## config.mk

```make
export PLATFORM = sky130hd
export DESIGN_NAME = dm_arbiter
export DESIGN_NICKNAME = d
export VERILOG_FILES = /design/src/rtl/dm_arbiter_pkg.sv /design/src/rtl/dm_arbiter_rr_pick2.sv /design/src/rtl/dm_arbiter.sv
export SDC_FILE = /design/constraint.sdc
export NUM_CORES = 1
export LEC_CHECK = 0
export ABC_AREA = 1
export CAP_MARGIN = 40
export CORE_MARGIN = 3
export CORE_UTILIZATION = 42
export DETAILED_ROUTE_END_ITERATION = 8
export PLACE_DENSITY = 0.91
export SLEW_MARGIN = 20
export SYNTH_ARGS = -nofsm -noshare
export SYNTH_HDL_FRONTEND = slang
export SYNTH_HIERARCHICAL = 1
export SYNTH_SLANG_ARGS = --single-unit
```

## constraint.sdc

```tcl
create_clock -name clk -period 1.71 [get_ports clk]
set_input_delay 0.171 -clock clk [delete_from_list [all_inputs] [get_ports clk]]
set_output_delay 0.171 -clock clk [all_outputs]
set_load 0.03 [all_outputs]
```

## src/rtl/dm_arbiter_pkg.sv

```systemverilog
// ----------------------------------------------------------------------------
// dm_arbiter_pkg
// Shared constants and types for the two-port data-memory arbiter.
//   DATA_MEM_SIZE : data memory size in bytes
//   XLEN          : address / data width
//   arb_state_e   : arbiter FSM states (IDLE, ACCESS, RESP)
//   arb_req_t     : latched request payload (we, addr, wdata)
//   word_addr_bad : misaligned or past-the-last-word address test
// ----------------------------------------------------------------------------
package dm_arbiter_pkg;

    localparam int unsigned DATA_MEM_SIZE = 32;
    localparam int unsigned XLEN          = 32;

    typedef enum logic [1:0] {
        IDLE   = 2'd0,
        ACCESS = 2'd1,
        RESP   = 2'd2
    } arb_state_e;

    typedef struct packed {
        logic            we;
        logic [XLEN-1:0] addr;
        logic [XLEN-1:0] wdata;
    } arb_req_t;

    // True when a word access at addr is unaligned or runs past the memory end.
    function automatic logic word_addr_bad(input logic [XLEN-1:0] addr,
                                           input int unsigned     mem_bytes);
        return (addr[1:0] != 2'b00) || (addr > XLEN'(mem_bytes - 4));
    endfunction

endpackage

```

## src/rtl/dm_arbiter_rr_pick2.sv

```systemverilog
// ----------------------------------------------------------------------------
// rr_pick2
// Two-way round-robin winner select. Purely combinational; the last-grant
// bit is held by the caller.
//   req0_i, req1_i : pending requests
//   last_i         : id of the requester granted most recently
//   valid_c_o      : at least one request pending
//   win_c_o        : winning requester id (0 or 1)
// ----------------------------------------------------------------------------
module rr_pick2 (
    input  logic req0_i,
    input  logic req1_i,
    input  logic last_i,
    output logic valid_c_o,
    output logic win_c_o
);

    assign valid_c_o = req0_i | req1_i;

    // On a tie the requester not granted last wins; otherwise the lone requester.
    assign win_c_o = (req0_i & req1_i) ? ~last_i : req1_i;

endmodule

```

## src/rtl/dm_arbiter.sv

```systemverilog
// ----------------------------------------------------------------------------
// dm_arbiter
// Round-robin arbiter sharing one data memory between two requesters.
// Every transaction runs IDLE -> ACCESS -> RESP (3 cycles).
//
// Optional build macro: DM_ARB_BOUNDS_CHECK_EN
//   defined   : unaligned or out-of-range word addresses flag err, suppress
//               the write and return zero read data
//   undefined : err0/err1 tied low, no address check logic
//
// Ports
//   clk, rst                      : clock, synchronous active-high reset
//   req*/we*/addr*/wdata*         : requester 0/1 request payloads
//   gnt*                          : grant pulse, high for the ACCESS cycle
//   rvalid*/rdata*/err*           : response pulse, data and error flag
//   MemAddr/MemWriteData          : registered memory address / write data
//   MemWrite                      : memory write enable (combinational,
//                                   memory commits on negedge clk)
//   MemReadData                   : combinational memory read data
// ----------------------------------------------------------------------------
module dm_arbiter
    import dm_arbiter_pkg::*;
#(
    parameter int unsigned MEM_BYTES = DATA_MEM_SIZE
) (
    input  logic            clk,
    input  logic            rst,
    input  logic            req0,
    input  logic            req1,
    input  logic            we0,
    input  logic            we1,
    input  logic [XLEN-1:0] addr0,
    input  logic [XLEN-1:0] addr1,
    input  logic [XLEN-1:0] wdata0,
    input  logic [XLEN-1:0] wdata1,
    output logic            gnt0,
    output logic            gnt1,
    output logic            rvalid0,
    output logic            rvalid1,
    output logic [XLEN-1:0] rdata0,
    output logic [XLEN-1:0] rdata1,
    output logic            err0,
    output logic            err1,
    output logic [XLEN-1:0] MemAddr,
    output logic [XLEN-1:0] MemWriteData,
    output logic            MemWrite,
    input  logic [XLEN-1:0] MemReadData
);

    if (MEM_BYTES != DATA_MEM_SIZE) begin : g_mem_size_check
        $error("dm_arbiter: MEM_BYTES must equal DATA_MEM_SIZE");
    end

    arb_state_e      state_q;
    arb_req_t        cur_q;
    arb_req_t        req_sel;
    logic            last_q;
    logic            id_q;
    logic            pick_valid;
    logic            pick_id;
    logic            gnt0_q;
    logic            gnt1_q;
    logic            rvalid0_q;
    logic            rvalid1_q;
    logic [XLEN-1:0] rdata0_q;
    logic [XLEN-1:0] rdata1_q;
    logic [XLEN-1:0] resp_data;

`ifdef DM_ARB_BOUNDS_CHECK_EN
    logic err_q;
    logic err0_q;
    logic err1_q;
    assign err0 = err0_q;
    assign err1 = err1_q;
`else
    logic err_q;
    assign err_q = 1'b0;
    assign err0  = 1'b0;
    assign err1  = 1'b0;
`endif

    // Round-robin winner for the current IDLE cycle.
    rr_pick2 u_pick (
        .req0_i    (req0),
        .req1_i    (req1),
        .last_i    (last_q),
        .valid_c_o (pick_valid),
        .win_c_o   (pick_id)
    );

    // Winner's payload, latched on IDLE -> ACCESS.
    assign req_sel = pick_id ? '{we: we1, addr: addr1, wdata: wdata1}
                             : '{we: we0, addr: addr0, wdata: wdata0};

    // Faulted accesses answer with zero data.
    assign resp_data = err_q ? '0 : MemReadData;

    // rst gates the strobe in the same cycle so a reset mid-ACCESS never commits.
    assign MemWrite = (state_q == ACCESS) && cur_q.we && !rst && !err_q;

    assign MemAddr      = cur_q.addr;
    assign MemWriteData = cur_q.wdata;
    assign gnt0         = gnt0_q;
    assign gnt1         = gnt1_q;
    assign rvalid0      = rvalid0_q;
    assign rvalid1      = rvalid1_q;
    assign rdata0       = rdata0_q;
    assign rdata1       = rdata1_q;

    // Transaction FSM with registered grant/response outputs.
    always_ff @(posedge clk) begin
        if (rst) begin
            state_q   <= IDLE;
            last_q    <= 1'b1;  // requester 0 wins the first tie
            id_q      <= 1'b0;
            cur_q     <= '0;
            gnt0_q    <= 1'b0;
            gnt1_q    <= 1'b0;
            rvalid0_q <= 1'b0;
            rvalid1_q <= 1'b0;
            rdata0_q  <= '0;
            rdata1_q  <= '0;
`ifdef DM_ARB_BOUNDS_CHECK_EN
            err_q     <= 1'b0;
            err0_q    <= 1'b0;
            err1_q    <= 1'b0;
`endif
        end else begin
            gnt0_q    <= 1'b0;
            gnt1_q    <= 1'b0;
            rvalid0_q <= 1'b0;
            rvalid1_q <= 1'b0;
`ifdef DM_ARB_BOUNDS_CHECK_EN
            err0_q    <= 1'b0;
            err1_q    <= 1'b0;
`endif
            unique case (state_q)
                IDLE: begin
                    if (pick_valid) begin
                        state_q <= ACCESS;
                        id_q    <= pick_id;
                        last_q  <= pick_id;
                        cur_q   <= req_sel;
                        gnt0_q  <= ~pick_id;
                        gnt1_q  <= pick_id;
`ifdef DM_ARB_BOUNDS_CHECK_EN
                        err_q   <= word_addr_bad(req_sel.addr, MEM_BYTES);
`endif
                    end
                end
                ACCESS: begin
                    // Memory wrote on the negedge, so reads here see post-write data.
                    state_q <= RESP;
                    if (id_q) begin
                        rvalid1_q <= 1'b1;
                        rdata1_q  <= resp_data;
`ifdef DM_ARB_BOUNDS_CHECK_EN
                        err1_q    <= err_q;
`endif
                    end else begin
                        rvalid0_q <= 1'b1;
                        rdata0_q  <= resp_data;
`ifdef DM_ARB_BOUNDS_CHECK_EN
                        err0_q    <= err_q;
`endif
                    end
                end
                RESP: begin
                    state_q <= IDLE;
                end
                default: begin
                    state_q <= IDLE;
                end
            endcase
        end
    end

endmodule

```

# Word-level counts from Yosys, hierarchy flattened
# Cells that the tools add are included.
[totals]
register_bits = 137
in_bits = 166
out_inout_bits = 135
word_cells = 37
[classes]
n_eq_ne = 2
n_mux = 6
n_bitwise = 8
reduce_logical = 9
[ops]
columns = ["operator", "count"]
rows = [
  ["2-to-1 mux 65 bit", 1],
  ["inverter 1 bit", 6],
  ["AND reduction 2 bit", 3],
  ["one-hot mux 2 bit (2 select lines)", 1],
  ["2-to-1 mux 1 bit", 3],
  ["OR reduction 3 bit", 1],
  ["equality test 2 x 1 -> 1 bit, second input constant", 1],
  ["logical AND 1 bit", 2],
  ["zero test 2 bit", 1],
  ["2-to-1 mux 2 bit", 1],
  ["inequality test 2 bit, second input constant", 1],
  ["OR reduction 2 bit", 1],
  ["bitwise AND 1 bit", 1],
  ["zero test 1 bit", 1],
  ["OR 1 bit", 1],
]

# Longest topological paths before layout
[depth]
depth_word = 3
mapped_depth = 10
mapped_depth_nobuf = 7

# Modules after synthesis
# Netlist, hierarchy kept.
[by_module_without_submodules]
columns = ["mod", "n_inst", "cells_each", "area_per_inst_um2", "seq_area_each_um2"]
rows = [
  ["dm_arbiter", 1, 1090, 6691.4, 2742.6],
  ["rr_pick2", 1, 3, 15.0, 0.0],
]

# Worst setup path before layout
# Ideal clock, no wire load.
[synth_path]
path_type = "register to register"
from = "reg last_q"
to = "reg cur_q (netlist bit MemWriteData[12])"
setup_ps = 113
arrival_time_ps = 1107
t_required_ps = 1597
path_slack_ps = 490
path_stages_with_launch = 10
path_buffers = 3
period_less_slack_ps = 1220
cell_sequence = "dfxtp_1 -> a21oi_1 -> clkbuf_2 -> inv_1 -> buf_4 -> buf_4 -> nand2_1 -> nand2_1 -> nor2_1 -> nor2_1"
[synth_between]
elab_chain_len = 3
[synth_lines]
columns = ["element", "line", "source"]
rows = [
  ["start, declared", "dm_arbiter.sv:57", "logic last_q;"],
  ["start signal, assigned", "dm_arbiter.sv:142", "last_q <= pick_id;"],
  ["inverter 1 bit", "dm_arbiter_rr_pick2.sv:21", "assign win_c_o = (req0_i & req1_i) ? ~last_i : req1_i;"],
  ["2-to-1 mux 1 bit", "dm_arbiter_rr_pick2.sv:21", ""],
  ["named net pick_id", "dm_arbiter.sv:60", "logic pick_id;"],
  ["2-to-1 mux 65 bit", "dm_arbiter.sv:92", "assign req_sel = pick_id ? '{we: we1, addr: addr1, wdata: wdata1}"],
  ["end signal, assigned", "dm_arbiter.sv:143", "cur_q <= req_sel;"],
  ["end, declared", "dm_arbiter.sv:55", "arb_req_t cur_q;"],
]
# The timed path passes the listed nets, and every way through them passes these cells.
# A chain may end at the register's enable or synchronous reset.

# Worst setup path after layout
[layout_path]
from = "reg cur_q (netlist bit MemWriteData[16])"
to = "out MemWriteData[16]"
[layout_lines]
columns = ["element", "line", "source"]
rows = [
  ["end, declared", "dm_arbiter.sv:45", "output logic [XLEN-1:0] MemWriteData,"],
]
# No word-level cell between the ends.

==> run summary <==
Clock Tree Root: clkbuf_16
Syn_area_per_cell: 6.136 um^2
Largest area contributor in the netlist: dfxtp_1
Vias: 6652
CP bufs+invs: 1
DR vias/cell: 4.368
Cts hold-fix bufs: 0
Int Power: 6963 uW
Worst Setup Slack, final: 0.06975 ns
Die Wd: 132.4 um
Post-route antenna net violation count: 0
CP endpoint kind: primary output
Post-synth ARST share: 0%
Initial antenna violation count: 0
Crit path largest cell delay: 0.73 ns
Final hold vios: 0
First-pass GRT wire length: 29720 um
IO Count: 301
P_sw: 2940 uW
Mux cell area share after synthesis: 0%
CTS Sinks: 137
Hold WC Path Type: primary input to flip-flop
Worst-skew pair later-pin latency: 0.41 ns
Starting Density: 43.47%
Clock Path Buffers: 2
Vias in the first global route: 6203
Worst-path cell chain: clkdlybuf4s50_1
Core Util, Final: 64.88%
WP data arrival: 1.47 ns
# H-tree levels: 4
Port Buf Inserts: 298
Simple-Gate Fraction of Synth Area: 40.50%
Post-DP HPWL: 13610 um
Yosys warns: 6
Setup Fix Bufs, Post-CTS: 0
Residual DRC count: 0
Final setup TNS: 0 ns
Ys flop type: dfxtp_1
Fin crit share: 95.92%
Mapped Area: 0.006706 mm^2
CP max FO: 2
Startpoint Class: flip-flop
Worst-path clk slew: 0.06 ns
First-pass detailed-route iteration total: 5
CP max stage cell: clkdlybuf4s50_1
Mapped Cells: 1093
Clock power share: 37.5%
Core area: 0.01543 mm^2
Final Wtd Congestion: 0.7829
DRT iter0 DRCs: 300
Pre-CTS setup slack: 0.04323 ns
EDFF count, synth: 0
# fillers: 1308
Top-count cell post-synth: nand2_1
Cts repair resizes: 0
Leak: 0.004976 uW
Worst Path Required: 1.54 ns
Synth unique cells: 19
Total power per unit cell area: 989.3 mW/mm^2
Status: completed
Die Footprint: 0.01752 mm^2
Finish-stage setup viols: 0
Power share of the sequential group: 36.6%
Die H: 132.4 um
CP Class: flip-flop to primary output
RSZ-0062 raised after global routing: false
Comb power frac: 25.9%
Top cells by area, synth: dfxtp_1, nand2_1, nor2_1
Global Route Usage Sum: 20.65%
Post-Synth XOR/XNOR Area: 0%
Compound-Gate Fraction of Synth Area: 0.1493%
Worst clock skew: 0.008361 ns
CTS Buf Count: 17
Share of the synthesized area in the top cell type: 40.90%
Wire per inst: 12.10 um
Max-cap violation count: 0
F_max: 609.7 MHz
Seq/Total Area, Yosys: 40.90%
CP top delay family: buffers and inverters
Final-report max-slew violation count: 0
Layout area overhead: 49.25%
Adder-cell share of the synthesized area: 0%
Synth Register Bits: 137
CTS tree: built
Switching Fraction: 29.69%
WL final: 18440 um
Largest family of logic cells by synthesized area: simple AND/OR/NAND/NOR gates
Gr ovfl total: 0
Worst VDD drop: 0.6325 mV
Fraction of layout cells with a size suffix above 1: 3.963%
Rows: 45
Ant diodes: 0
Fin nets: 1467
Top post-synthesis cells by count: nand2_1, nor2_1, dfxtp_1
Minimum clock period after layout: 1.640 ns
Largest net degree at the start of global routing: 71
-- state kept, by name, summed over array words and instances (netlist names) --
register	count
gnt1	1
MemAddr	32
MemWriteData	32
cur_q	1
state_q	2
gnt0	1
last_q	1
id_q	1
rvalid1	1
rdata1	32
rvalid0	1
rdata0	32
-- final timing paths --
kind,from,endpoint,slack [ns],cells after the start
max,MemWriteData[16],MemWriteData[16],0.07,1
min,MemReadData[0],rdata0[0],0.37,3
max reg2reg,state_q[1],rdata0[4],0.39,5
min reg2reg,MemAddr[19],MemAddr[19],0.47,2
-- cell usage in the layout (no fill, tap or decap) --
| cell | synthesis | final |
|---|---|---|
| a21oi_4 | 0 | 1 |
| buf_12 | 0 | 10 |
| buf_4 | 73 | 4 |
| bufinv_16 | 0 | 3 |
| clkbuf_16 | 0 | 17 |
| clkbuf_8 | 0 | 2 |
| clkdlybuf4s50_1 | 0 | 295 |
| clkinv_2 | 0 | 3 |
| clkinv_4 | 0 | 1 |
| clkinvlp_4 | 0 | 2 |
| conb_1 | 1 | 2 |
| dfxtp_1 | 137 | 137 |
| dlymetal6s2s_1 | 0 | 1 |
| inv_1 | 119 | 118 |
| inv_2 | 1 | 1 |
| inv_4 | 0 | 1 |
| inv_6 | 0 | 2 |
| nand2_1 | 454 | 454 |
| nand2_4 | 1 | 1 |
| nand3_1 | 22 | 20 |
| nand3_2 | 0 | 2 |
| nor2_1 | 231 | 231 |
| nor2_2 | 1 | 1 |
| nor2_4 | 1 | 1 |
| o21ai_0 | 1 | 1 |
| or2_1 | 1 | 1 |
-- routing by layer --
layer | GRT usage (%) | up-vias | share of wire [%]
met5 | 0 | - | 0
met4 | 8.718 | 0 | 2.9
met3 | 7.328 | 39 | 8.5
met2 | 36.73 | 248 | 50
met1 | 22.15 | 2869 | 38
li1 | - | 3496 | -
-- through the flow --
stage | std cells | cell area (um^2) | total power [uW] | hold WS (ns)
after floorplan | 1094 | 6710 | 5320 | 0.2434
after global placement | 1493 | 9408 | 6205 | 0.4568
after detailed placement | 1493 | 9408 | 6265 | 0.4611
after CTS | 1523 | 10010 | 10020 | 0.3464
after global routing | 1523 | 10010 | 10380 | 0.3632
final | 1523 | 10010 | 9903 | 0.3727
-- power groups by stage --
stage          logic (uW)  registers (uW)  clock network [uW]
4_1_cts              2590            3620                3810
3_5_place_dp         2580            3690                   0
6_report             2570            3620                3710
2_1_floorplan        1470            3850                   0
5_1_grt              2800            3650                3930
3_3_place_gp         2530            3680                   0
-- area by class of cell --
class,count,area (um^2),share of cell area [%]
repair buffers,310,3196,31.92
multi-input cells,715,2755,27.52
flip-flops and latches,137,2743,27.40
clock buffers,19,452.9,4.525
inverters,120,452.9,4.525
well taps,211,264.0,2.637
clock inverters,11,146.4,1.462
-- tightest hold or removal path: stages --
cell	delay, ns
clkdlybuf4s50_1	0.42
nor2_1	0.10
nor2_1	0.05
-- cell families (layout without fill, tap and decap cells) --
family | after synthesis | in the layout
simple gates | 711 | 711
buf+inv | 242 | 460
flops | 137 | 137
compound gates | 2 | 2
other cells | 1 | 2
No activity file was read; power rests on OpenSTA's default activity.
